<file path="src/rtl/regfile_pair_reader_pkg.sv">
// Shared types and widths for the register-file pair reader.
package regfile_pair_reader_pkg;

    localparam int REG_ADDR_W = 5;
    localparam int REG_DATA_W = 32;
    // One bit wider than an address so the cursor can step past register 31.
    localparam int CURSOR_W   = 6;

    typedef enum logic [2:0] {
        IDLE,
        ADDR,
        CAPTURE,
        HOLD,
        FINISH
    } state_t;

endpackage

</file>
<file path="src/rtl/regfile_pair_reader_if.sv">
// Beat stream from the pair reader to its consumer (valid/ready handshake).
interface regfile_pair_reader_if;
    import regfile_pair_reader_pkg::*;

    logic                  OutValid;
    logic                  OutReady;
    logic [REG_ADDR_W-1:0] OutReg1;
    logic [REG_ADDR_W-1:0] OutReg2;
    logic [REG_DATA_W-1:0] OutData1;
    logic [REG_DATA_W-1:0] OutData2;
    logic                  OutSecondValid;

    modport master (
        output OutValid, OutReg1, OutReg2, OutData1, OutData2, OutSecondValid,
        input  OutReady
    );

    modport slave (
        input  OutValid, OutReg1, OutReg2, OutData1, OutData2, OutSecondValid,
        output OutReady
    );

endinterface

</file>
<file path="src/rtl/regfile_pair_reader_out.sv">
// Load-enabled beat register: captures one address/data pair and holds it
// until the consumer accepts it.
module pair_out_reg
    import regfile_pair_reader_pkg::*;
(
    input  logic                  Clk,
    input  logic                  Reset,
    input  logic                  load,
    input  logic [REG_ADDR_W-1:0] reg1,
    input  logic [REG_ADDR_W-1:0] reg2,
    input  logic [REG_DATA_W-1:0] data1,
    input  logic [REG_DATA_W-1:0] data2,
    input  logic                  secondValid,
    regfile_pair_reader_if.master beat
);

    // Beat capture on load; OutValid clears on handshake, data stays frozen.
    always_ff @(posedge Clk) begin
        // NOTE: the data fields are reset too, because consumers may look at
        // them before the first beat and expect zeros rather than X.
        if (Reset) begin
            beat.OutValid       <= 1'b0;
            beat.OutReg1        <= '0;
            beat.OutReg2        <= '0;
            beat.OutData1       <= '0;
            beat.OutData2       <= '0;
            beat.OutSecondValid <= 1'b0;
        end else if (load) begin
            beat.OutValid       <= 1'b1;
            beat.OutReg1        <= reg1;
            beat.OutReg2        <= reg2;
            beat.OutData1       <= data1;
            beat.OutData2       <= data2;
            beat.OutSecondValid <= secondValid;
        end else if (beat.OutValid && beat.OutReady) begin
            beat.OutValid <= 1'b0;
        end
    end

endmodule

</file>
<file path="src/rtl/regfile_pair_reader.sv">
// Sweeps an inclusive register range two registers at a time and streams
// each captured pair out as one beat.
module regfile_pair_reader
    import regfile_pair_reader_pkg::*;
(
    input  logic                  Clk,
    input  logic                  Reset,
    input  logic                  Start,
    input  logic [REG_ADDR_W-1:0] FirstReg,
    input  logic [REG_ADDR_W-1:0] LastReg,
    output logic [REG_ADDR_W-1:0] ReadRegister1,
    output logic [REG_ADDR_W-1:0] ReadRegister2,
    input  logic [REG_DATA_W-1:0] ReadData1,
    input  logic [REG_DATA_W-1:0] ReadData2,
    regfile_pair_reader_if.master outBus,
    output logic                  Busy,
    output logic                  Done,
    output logic                  Error
);

    state_t              state;
    state_t              nextState;
    logic [CURSOR_W-1:0] cursor;
    logic [CURSOR_W-1:0] lastReg;
    logic                errFlag;
    logic                loadBeat;
    logic                handshake;
    logic                secondInRange;
    logic                sweepEnds;

    assign handshake     = outBus.OutValid && outBus.OutReady;
    assign secondInRange = (cursor + CURSOR_W'(1)) <= lastReg;
    assign sweepEnds     = (cursor + CURSOR_W'(2)) > lastReg;

    // State register.
    always_ff @(posedge Clk) begin
        // NOTE: sequential state uses non-blocking assignments so every
        // register samples the pre-edge values of its inputs.
        if (Reset) state <= IDLE;
        else       state <= nextState;
    end

    // Next-state logic.
    always_comb begin
        nextState = state;
        unique case (state)
            IDLE:    if (Start) nextState = (FirstReg <= LastReg) ? ADDR : FINISH;
            ADDR:    nextState = CAPTURE;
            CAPTURE: nextState = HOLD;
            HOLD:    if (handshake) nextState = sweepEnds ? FINISH : ADDR;
            FINISH:  nextState = IDLE;
            default: nextState = IDLE;
        endcase
    end

    // Range latch on accepted Start and cursor advance on each handshake.
    always_ff @(posedge Clk) begin
        if (Reset) begin
            cursor  <= '0;
            lastReg <= '0;
            errFlag <= 1'b0;
        end else if (state == IDLE && Start) begin
            cursor  <= {1'b0, FirstReg};
            lastReg <= {1'b0, LastReg};
            errFlag <= FirstReg > LastReg;
        end else if (state == HOLD && handshake) begin
            cursor  <= cursor + CURSOR_W'(2);
        end
    end

    // Output decode: read addresses, status flags and the beat load strobe.
    always_comb begin
        // NOTE: every output gets a default first so no path infers a latch.
        ReadRegister1 = '0;
        ReadRegister2 = '0;
        Busy          = 1'b1;
        Done          = 1'b0;
        Error         = 1'b0;
        loadBeat      = 1'b0;
        unique case (state)
            IDLE: Busy = 1'b0;
            ADDR, CAPTURE, HOLD: begin
                ReadRegister1 = cursor[REG_ADDR_W-1:0];
                ReadRegister2 = secondInRange ? cursor[REG_ADDR_W-1:0] + REG_ADDR_W'(1)
                                              : cursor[REG_ADDR_W-1:0];
                loadBeat      = (state == CAPTURE);
            end
            FINISH: begin
                Done  = 1'b1;
                Error = errFlag;
            end
            default: Busy = 1'b0;
        endcase
    end

    pair_out_reg outReg (
        .Clk         (Clk),
        .Reset       (Reset),
        .load        (loadBeat),
        .reg1        (ReadRegister1),
        .reg2        (ReadRegister2),
        .data1       (ReadData1),
        .data2       (ReadData2),
        .secondValid (secondInRange),
        .beat        (outBus)
    );

endmodule
</file>
<file path="src/flat_wrapper.sv">
// flat-port wrapper written by rule: the top's interface ports become plain ports
module regfile_pair_reader_flat import regfile_pair_reader_pkg::*;
  (Clk, Reset, Start, FirstReg, LastReg, ReadRegister1, ReadRegister2, ReadData1, ReadData2, Busy, Done, Error, outBus_OutValid, outBus_OutReg1, outBus_OutReg2, outBus_OutData1, outBus_OutData2, outBus_OutSecondValid, outBus_OutReady);
  regfile_pair_reader_if outBus_i ();
  input  logic Clk;
  input  logic Reset;
  input  logic Start;
  input  logic [REG_ADDR_W-1:0] FirstReg;
  input  logic [REG_ADDR_W-1:0] LastReg;
  output logic [REG_ADDR_W-1:0] ReadRegister1;
  output logic [REG_ADDR_W-1:0] ReadRegister2;
  input  logic [REG_DATA_W-1:0] ReadData1;
  input  logic [REG_DATA_W-1:0] ReadData2;
  output logic Busy;
  output logic Done;
  output logic Error;
  output wire logic [$bits(outBus_i.OutValid)-1:0] outBus_OutValid;
  output wire logic [$bits(outBus_i.OutReg1)-1:0] outBus_OutReg1;
  output wire logic [$bits(outBus_i.OutReg2)-1:0] outBus_OutReg2;
  output wire logic [$bits(outBus_i.OutData1)-1:0] outBus_OutData1;
  output wire logic [$bits(outBus_i.OutData2)-1:0] outBus_OutData2;
  output wire logic [$bits(outBus_i.OutSecondValid)-1:0] outBus_OutSecondValid;
  input wire logic [$bits(outBus_i.OutReady)-1:0] outBus_OutReady;
  assign outBus_OutValid = outBus_i.OutValid;
  assign outBus_OutReg1 = outBus_i.OutReg1;
  assign outBus_OutReg2 = outBus_i.OutReg2;
  assign outBus_OutData1 = outBus_i.OutData1;
  assign outBus_OutData2 = outBus_i.OutData2;
  assign outBus_OutSecondValid = outBus_i.OutSecondValid;
  assign outBus_i.OutReady = outBus_OutReady;
  regfile_pair_reader u_core (.Clk(Clk), .Reset(Reset), .Start(Start), .FirstReg(FirstReg), .LastReg(LastReg), .ReadRegister1(ReadRegister1), .ReadRegister2(ReadRegister2), .ReadData1(ReadData1), .ReadData2(ReadData2), .outBus(outBus_i), .Busy(Busy), .Done(Done), .Error(Error));
endmodule
</file>
<file path="config.mk">
export PLATFORM = sky130hd
export DESIGN_NAME = regfile_pair_reader_flat
export DESIGN_NICKNAME = d
export VERILOG_FILES = /design/src/rtl/regfile_pair_reader_pkg.sv /design/src/rtl/regfile_pair_reader_if.sv /design/src/rtl/regfile_pair_reader_out.sv /design/src/rtl/regfile_pair_reader.sv /design/src/flat_wrapper.sv
export SDC_FILE = /design/constraint.sdc
export NUM_CORES = 1
export LEC_CHECK = 0
export ABC_AREA = 1
export CAP_MARGIN = 20
export CORE_UTILIZATION = 46
export CTS_CLUSTER_DIAMETER = 120
export DETAILED_ROUTE_END_ITERATION = 6
export PLACE_DENSITY_LB_ADDON = 0.08
export SLEW_MARGIN = 20
export SYNTH_ARGS = -nofsm -noshare
export SYNTH_HDL_FRONTEND = slang
export SYNTH_SLANG_ARGS = --single-unit
</file>
<file path="constraint.sdc">
create_clock -name Clk -period 5.8 [get_ports Clk]
set_clock_uncertainty 0.1 [all_clocks]
set_input_delay 0.58 -clock Clk [delete_from_list [all_inputs] [get_ports Clk]]
set_output_delay 0.58 -clock Clk [all_outputs]
set_load 0.01 [all_outputs]
</file>
==> results.sh, run 1 <==
export IMPL_status="finished clean"
export IMPL_core_area_um2=8380
export IMPL_yosys_warnings=0
export IMPL_setup_tns_ps=0
export IMPL_critical_path_max_fanout=9
export IMPL_rr_worst_depth=16
export IMPL_path_cells="ha_1, nand3_1, xor2_1, inv_1, ha_1, nand2_1, nor2_1, o21ai_0, nand3_1, nand2_1, nand2_4, nand2_1, a21oi_1, clkdlybuf4s50_1"
export IMPL_hold_class="reg -> reg"
export IMPL_dr_pass1_iters=5
export IMPL_synth_seq_area_share_pct=45.0
export IMPL_power_density_nw_per_um2=441
export IMPL_die_w_um=95.8
export IMPL_fmax_ghz=0.254
export IMPL_layout_drive_gt1_share_pct=5.85
export IMPL_hold_end="u_core.outReg.beat.OutData1[4]$_SDFFE_PP0P_"
export IMPL_cpMostUsedCell="nand2_1"
export IMPL_root_buffer="clkbuf_8"
export IMPL_hold_buffers=0
export IMPL_grt_overflow=0
export IMPL_cap_violations=0
export IMPL_final_common_cell="clkdlybuf4s50_1"
export IMPL_avgSynthCellArea_um2=7.66
export IMPL_clockBufferDepth=2
export IMPL_grt_pass1_wl_um=16900
export IMPL_gp_congestion=0.851
export IMPL_critPathKind="reg -> out"
export IMPL_yosysTopAreaCell="dfxtp_1"
export IMPL_critPathArrivalTime_ps=3260
export IMPL_peakVddDrop_v=0.000244
export IMPL_cts_htree_levels=3
export IMPL_critPathRequiredTime_ps=5120
export IMPL_place_port_buffers=166
export IMPL_netlist_top_cells_area="dfxtp_1 45%, nor2_1 14%, o21ai_0 7.8%"
export IMPL_hold_ws_ps=406
export IMPL_cts_buffers=9
export IMPL_reg2reg_to="u_core.outReg.beat.OutReg2[1]$_SDFFE_PP0P_"
export IMPL_synth_cell_types=36
export IMPL_syn_inst=529
export IMPL_diodes=0
export IMPL_setup_viol=0
export IMPL_synth_main_ff_cell="dfxtp_1"
export IMPL_postCtsSetupBuffers=0
export IMPL_vias=3944
export IMPL_syn2layout_area_growth_pct=44.8
export IMPL_rsz0062_at_grt="no"
export IMPL_p_leak_nw=2.55
export IMPL_wire_per_inst_um=13.5
export IMPL_min_period_ps=3940
export IMPL_hpwl_um=7540
export IMPL_tightest_slew_ps=880
export IMPL_drc=0
export IMPL_clkLatencyLatePin_ps=340
export IMPL_grt_pass1_vias=3686
export IMPL_initial_core_util_pct=48.3
export IMPL_grt_total_usage_pct=23.4
export IMPL_vias_per_cell=5.00
export IMPL_hold_viol=0
export IMPL_rr_startpoint="u_core.cursor[0]$_SDFFE_PP0P_"
export IMPL_end_kind="primary output"
export IMPL_final_max_slew_viol_count=0
export IMPL_hp_start="u_core.outReg.beat.OutData1[4]$_SDFFE_PP0P_"
export IMPL_grt_max_degree=88
export IMPL_fin_util_pct=70.0
export IMPL_clkTransAtPathRegs_ps=90
export IMPL_r2r_setup_slack_ps=3210
export IMPL_die_height_um=95.8
export IMPL_ios=167
export IMPL_syn_area_um2=4050
export IMPL_ys_ff_latch=91
export IMPL_grt_antenna_before_repair=0
export IMPL_syn_nets=625
export IMPL_fin_area_um2=5870
export IMPL_cpMaxStageDelayCell="clkdlybuf4s50_1"
export IMPL_dp_slack_ps=2300
export IMPL_dpl_cell_area_um2=5660
export IMPL_row_count=33
export IMPL_die_area_um2=9180
export IMPL_crit_family="simple AND/OR/NAND/NOR gates"
export IMPL_synthArstFlopShare_pct=0
export IMPL_cts_num_sinks=91
export IMPL_synth_enable_flop_cells=0
export IMPL_drt_iter0_markers=178
export IMPL_cts_tree="built"
export IMPL_cts_resized=0
export IMPL_min_period_over_period_pct=68.0
export IMPL_finalWirelength_um=10600
export IMPL_layout_common_cells="166 x clkdlybuf4s50_1, 146 x nor2_1, 91 x dfxtp_1"
export IMPL_ant_nets=0
export IMPL_min_path_cells=2
export IMPL_critPathMaxStageDelay_ps=570
export IMPL_yosysTopAreaCellShare_pct=45.0
export IMPL_layout_setup_ws_ps=1860
export IMPL_cp_num_buf_inv=2
export IMPL_start_kind="register"
export IMPL_nets=775
export IMPL_slew_headroom_pct=41.4
==> per-stage QoR <==
step | std cells | power (mW)
2_1_floorplan | 529 | 1.64
3_3_place_gp | 773 | 2.13
3_5_place_dp | 773 | 2.17
4_1_cts | 789 | 2.61
5_1_grt | 789 | 2.80
6_report | 789 | 2.59
==> cell usage after synthesis (4+ instances only) <==
library cell / count
nor2_1: 146
dfxtp_1: 91
o21ai_0: 63
nand2_1: 45
inv_1: 40
a21oi_1: 25
o21ai_1: 20
ha_1: 18
nand3_1: 16
clkbuf_1: 10
buf_6: 9
clkbuf_2: 5
nand2_4: 4
==> logic make-up after synthesis <==
kind of cell | Yosys count | share of synthesized area (%)
XOR/XNOR | 4 | 1.05
AND/OR/NAND/NOR | 226 | 24.3
buffers and inverters | 72 | 8.80
adder cells (fa/ha/maj) | 18 | 5.56
flip-flops | 91 | 45.0
AO/OA/AOI/OAI | 118 | 15.4
==> metal layers <==
| metal | wire length, um | vias up | share of wire, % | GRT usage (%) |
|---|---|---|---|---|
| li1 | - | 1995 | - | - |
| met1 | 4540 | 1794 | 43 | 29.0 |
| met5 | 0 | - | 0 | 0 |
| met3 | 937 | 12 | 8.8 | 6.71 |
| met4 | 119 | 0 | 1.1 | 8.33 |
| met2 | 5040 | 143 | 47 | 38.6 |
==> state kept, by name, summed over array words and instances, names as in the netlist <==
name and flops:
u_core.outReg.beat.OutValid 1, u_core.outReg.beat.OutReg1 5, u_core.errFlag 1, u_core.cursor 6, u_core.outReg.beat.OutData2 32, u_core.lastReg 5
u_core.outReg.beat.OutData1 32, u_core.outReg.beat.OutReg2 5, u_core.state 3, u_core.outReg.beat.OutSecondValid 1
==> worst register-to-register path: cells and delay by family (launching register included) <==
family / cells / cell delay [ps]
buf+inv: 2 / 100
flops: 1 / 500
compound gates: 2 / 160
xor+xnor: 1 / 220
fa+ha+maj: 2 / 560
simple gates: 9 / 840
==> worst max path at each step <==
| stage | from | to | slack [ps] | cells past startpoint |
|---|---|---|---|---|
| floorplan | u_core.cursor[0]$_SDFFE_PP0P_ | ReadRegister2[0] | 3050 | 13 |
| global placement | u_core.cursor[0]$_SDFFE_PP0P_ | ReadRegister2[0] | 2410 | 14 |
| detailed placement | u_core.cursor[0]$_SDFFE_PP0P_ | ReadRegister2[0] | 2300 | 14 |
| CTS | u_core.cursor[0]$_SDFFE_PP0P_ | ReadRegister2[0] | 1900 | 14 |
| global route | u_core.cursor[0]$_SDFFE_PP0P_ | ReadRegister2[0] | 1570 | 14 |
| finish | u_core.cursor[0]$_SDFFE_PP0P_ | ReadRegister2[0] | 1860 | 14 |
==> layout make-up <==
class | count | area (um2)
Multi-Input combinational cell | 366 | 1870
Inverter | 44 | 171
Clock inverter | 6 | 72.6
Sequential cell | 91 | 1820
Clock buffer | 10 | 128
Fill cell | 713 | 2520
Timing Repair Buffer | 167 | 1670
Tap cell | 105 | 131
==> report_power, final <==
group | total [mW] | internal (mW) | switching, mW
clock network | 0.435 | 0.205 | 0.230
logic | 1.23 | 0.577 | 0.649
registers | 0.928 | 0.812 | 0.116
total | 2.59 | 1.59 | 0.995
Power figures use the tool's default switching activity.
==> run 2, diff against run 1 <==
CORE_UTILIZATION = 39   (was 46)
clock period = 3.45 ns   (was 5.8 ns; I/O delays follow)
==> results.sh, run 2 (synthesis gave the netlist of run 1 again) <==
export IMPL_rsz0062_at_grt="no"
export IMPL_nets=778
export IMPL_critical_path_max_fanout=7
export IMPL_tightest_slew_ps=792
export IMPL_end_kind="primary output"
export IMPL_dp_slack_ps=248
export IMPL_wire_per_inst_um=13.1
export IMPL_min_period_over_period_pct=87.5
export IMPL_layout_setup_ws_ps=432
export IMPL_syn2layout_area_growth_pct=46.5
export IMPL_hold_class="reg -> reg"
export IMPL_p_total_mw=4.28
export IMPL_fin_util_pct=59.9
export IMPL_place_port_buffers=166
export IMPL_grt_overflow=0
export IMPL_hold_buffers=0
export IMPL_dr_pass1_iters=4
export IMPL_finalWirelength_um=10700
export IMPL_gp_congestion=0.803
export IMPL_grt_total_usage_pct=20.2
export IMPL_vias=3913
export IMPL_die_area_um2=10800
export IMPL_hold_viol=0
export IMPL_dp_cells=804
export IMPL_cts_buffers=9
export IMPL_cts_num_sinks=91
export IMPL_grt_antenna_before_repair=0
export IMPL_hold_ws_ps=408
export IMPL_critPathArrivalTime_ps=2570
export IMPL_reg_top3="u_core.outReg.beat.OutData1: 32 flops, u_core.outReg.beat.OutData2: 32 flops, u_core.cursor: 6 flops"
export IMPL_fin_area_um2=5930
export IMPL_min_period_ps=3020
export IMPL_initial_core_util_pct=40.9
export IMPL_cts_htree_levels=3
export IMPL_die_w_um=104
export IMPL_r2r_setup_slack_ps=1120
export IMPL_drc=0
export IMPL_cap_violations=0
export IMPL_critPathRequiredTime_ps=3000
export IMPL_layout_common_cells="161 x clkdlybuf4s50_1, 145 x nor2_1, 89 x dfxtp_1"
export IMPL_layout_drive_gt1_share_pct=6.71
export IMPL_ant_nets=0
export IMPL_fmax_ghz=0.331
export IMPL_grt_max_degree=88
export IMPL_final_cells=819
export IMPL_clkTransAtPathRegs_ps=90
export IMPL_peakVddDrop_v=0.000305
export IMPL_grt_pass1_wl_um=17700
export IMPL_final_max_slew_viol_count=0
export IMPL_vias_per_cell=4.78
export IMPL_clkLatencyLatePin_ps=350
export IMPL_fill_cells=931
export IMPL_setup_tns_ps=0
export IMPL_slew_headroom_pct=47.2
export IMPL_hpwl_um=7680
export IMPL_clockBufferDepth=2
export IMPL_ios=167
export IMPL_diodes=0
export IMPL_seq_area_um2=1830
export IMPL_final_common_cell="clkdlybuf4s50_1"
export IMPL_drt_iter0_markers=155
export IMPL_multi_input_area_um2=1880
export IMPL_root_buffer="clkbuf_8"
export IMPL_status="finished clean"
export IMPL_core_area_um2=9910
export IMPL_setup_viol=0
export IMPL_critPathKind="reg -> out"
export IMPL_power_density_nw_per_um2=721
export IMPL_row_count=36
export IMPL_p_leak_nw=2.64
export IMPL_grt_pass1_vias=3759
export IMPL_cts_tree="built"
export IMPL_postCtsSetupBuffers=0
export IMPL_die_height_um=104
export IMPL_dpl_cell_area_um2=5740
export IMPL_start_kind="register"
[run 2: critical path: stages (launching register included)]
cell and delay [ps]:
dfxtp_4 370, ha_1 200, nand3_1 100, xor2_1 190
inv_1 70, ha_1 310, nand2_1 80, nor2_2 90
o21ai_0 90, nand3_1 90, nand2_2 110, nand2_4 120
nand2_1 80, a21oi_1 150, dlymetal6s2s_1 180
[run 2: metal layers]
layer | GRT usage [%] | part of all wire [%] | vias up
li1 | - | - | 1996
met1 | 24.5 | 44 | 1796
met2 | 33.5 | 47 | 114
met3 | 7.27 | 8.2 | 7
met4 | 6.02 | 0.88 | 0
met5 | 0 | 0 | -
[run 2: final timing paths]
kind,from,endpoint,depth (start not counted)
max,u_core.cursor[1]$_SDFFE_PP0P_,ReadRegister2[0],14
min,u_core.outReg.beat.OutData1[10]$_SDFFE_PP0P_,u_core.outReg.beat.OutData1[10]$_SDFFE_PP0P_,2
max reg2reg,u_core.cursor[1]$_SDFFE_PP0P_,u_core.outReg.beat.OutReg2[1]$_SDFFE_PP0P_,16
min reg2reg,u_core.outReg.beat.OutData1[10]$_SDFFE_PP0P_,u_core.outReg.beat.OutData1[10]$_SDFFE_PP0P_,2
[run 2: layout make-up]
cell class                 instances  share of cell area, %
tap                              133                   2.80
sequential                        91                   30.8
multi-input combinational        366                   31.6
timing repair buffer             170                   29.1
clock buffer                      10                   2.15
inverter                          44                   2.83
clock inverter                     5                  0.654
[run 2: repair_timing]
action	in CTS	in global routing
endpoints found under the setup margin	5	5
gates resized for setup	2	8
pin swaps	0	1
[run 2: power by group]
| part | switching [mW] | internal [mW] |
|---|---|---|
| logic | 1.11 | 0.981 |
| registers | 0.186 | 1.37 |
| clock network | 0.370 | 0.262 |
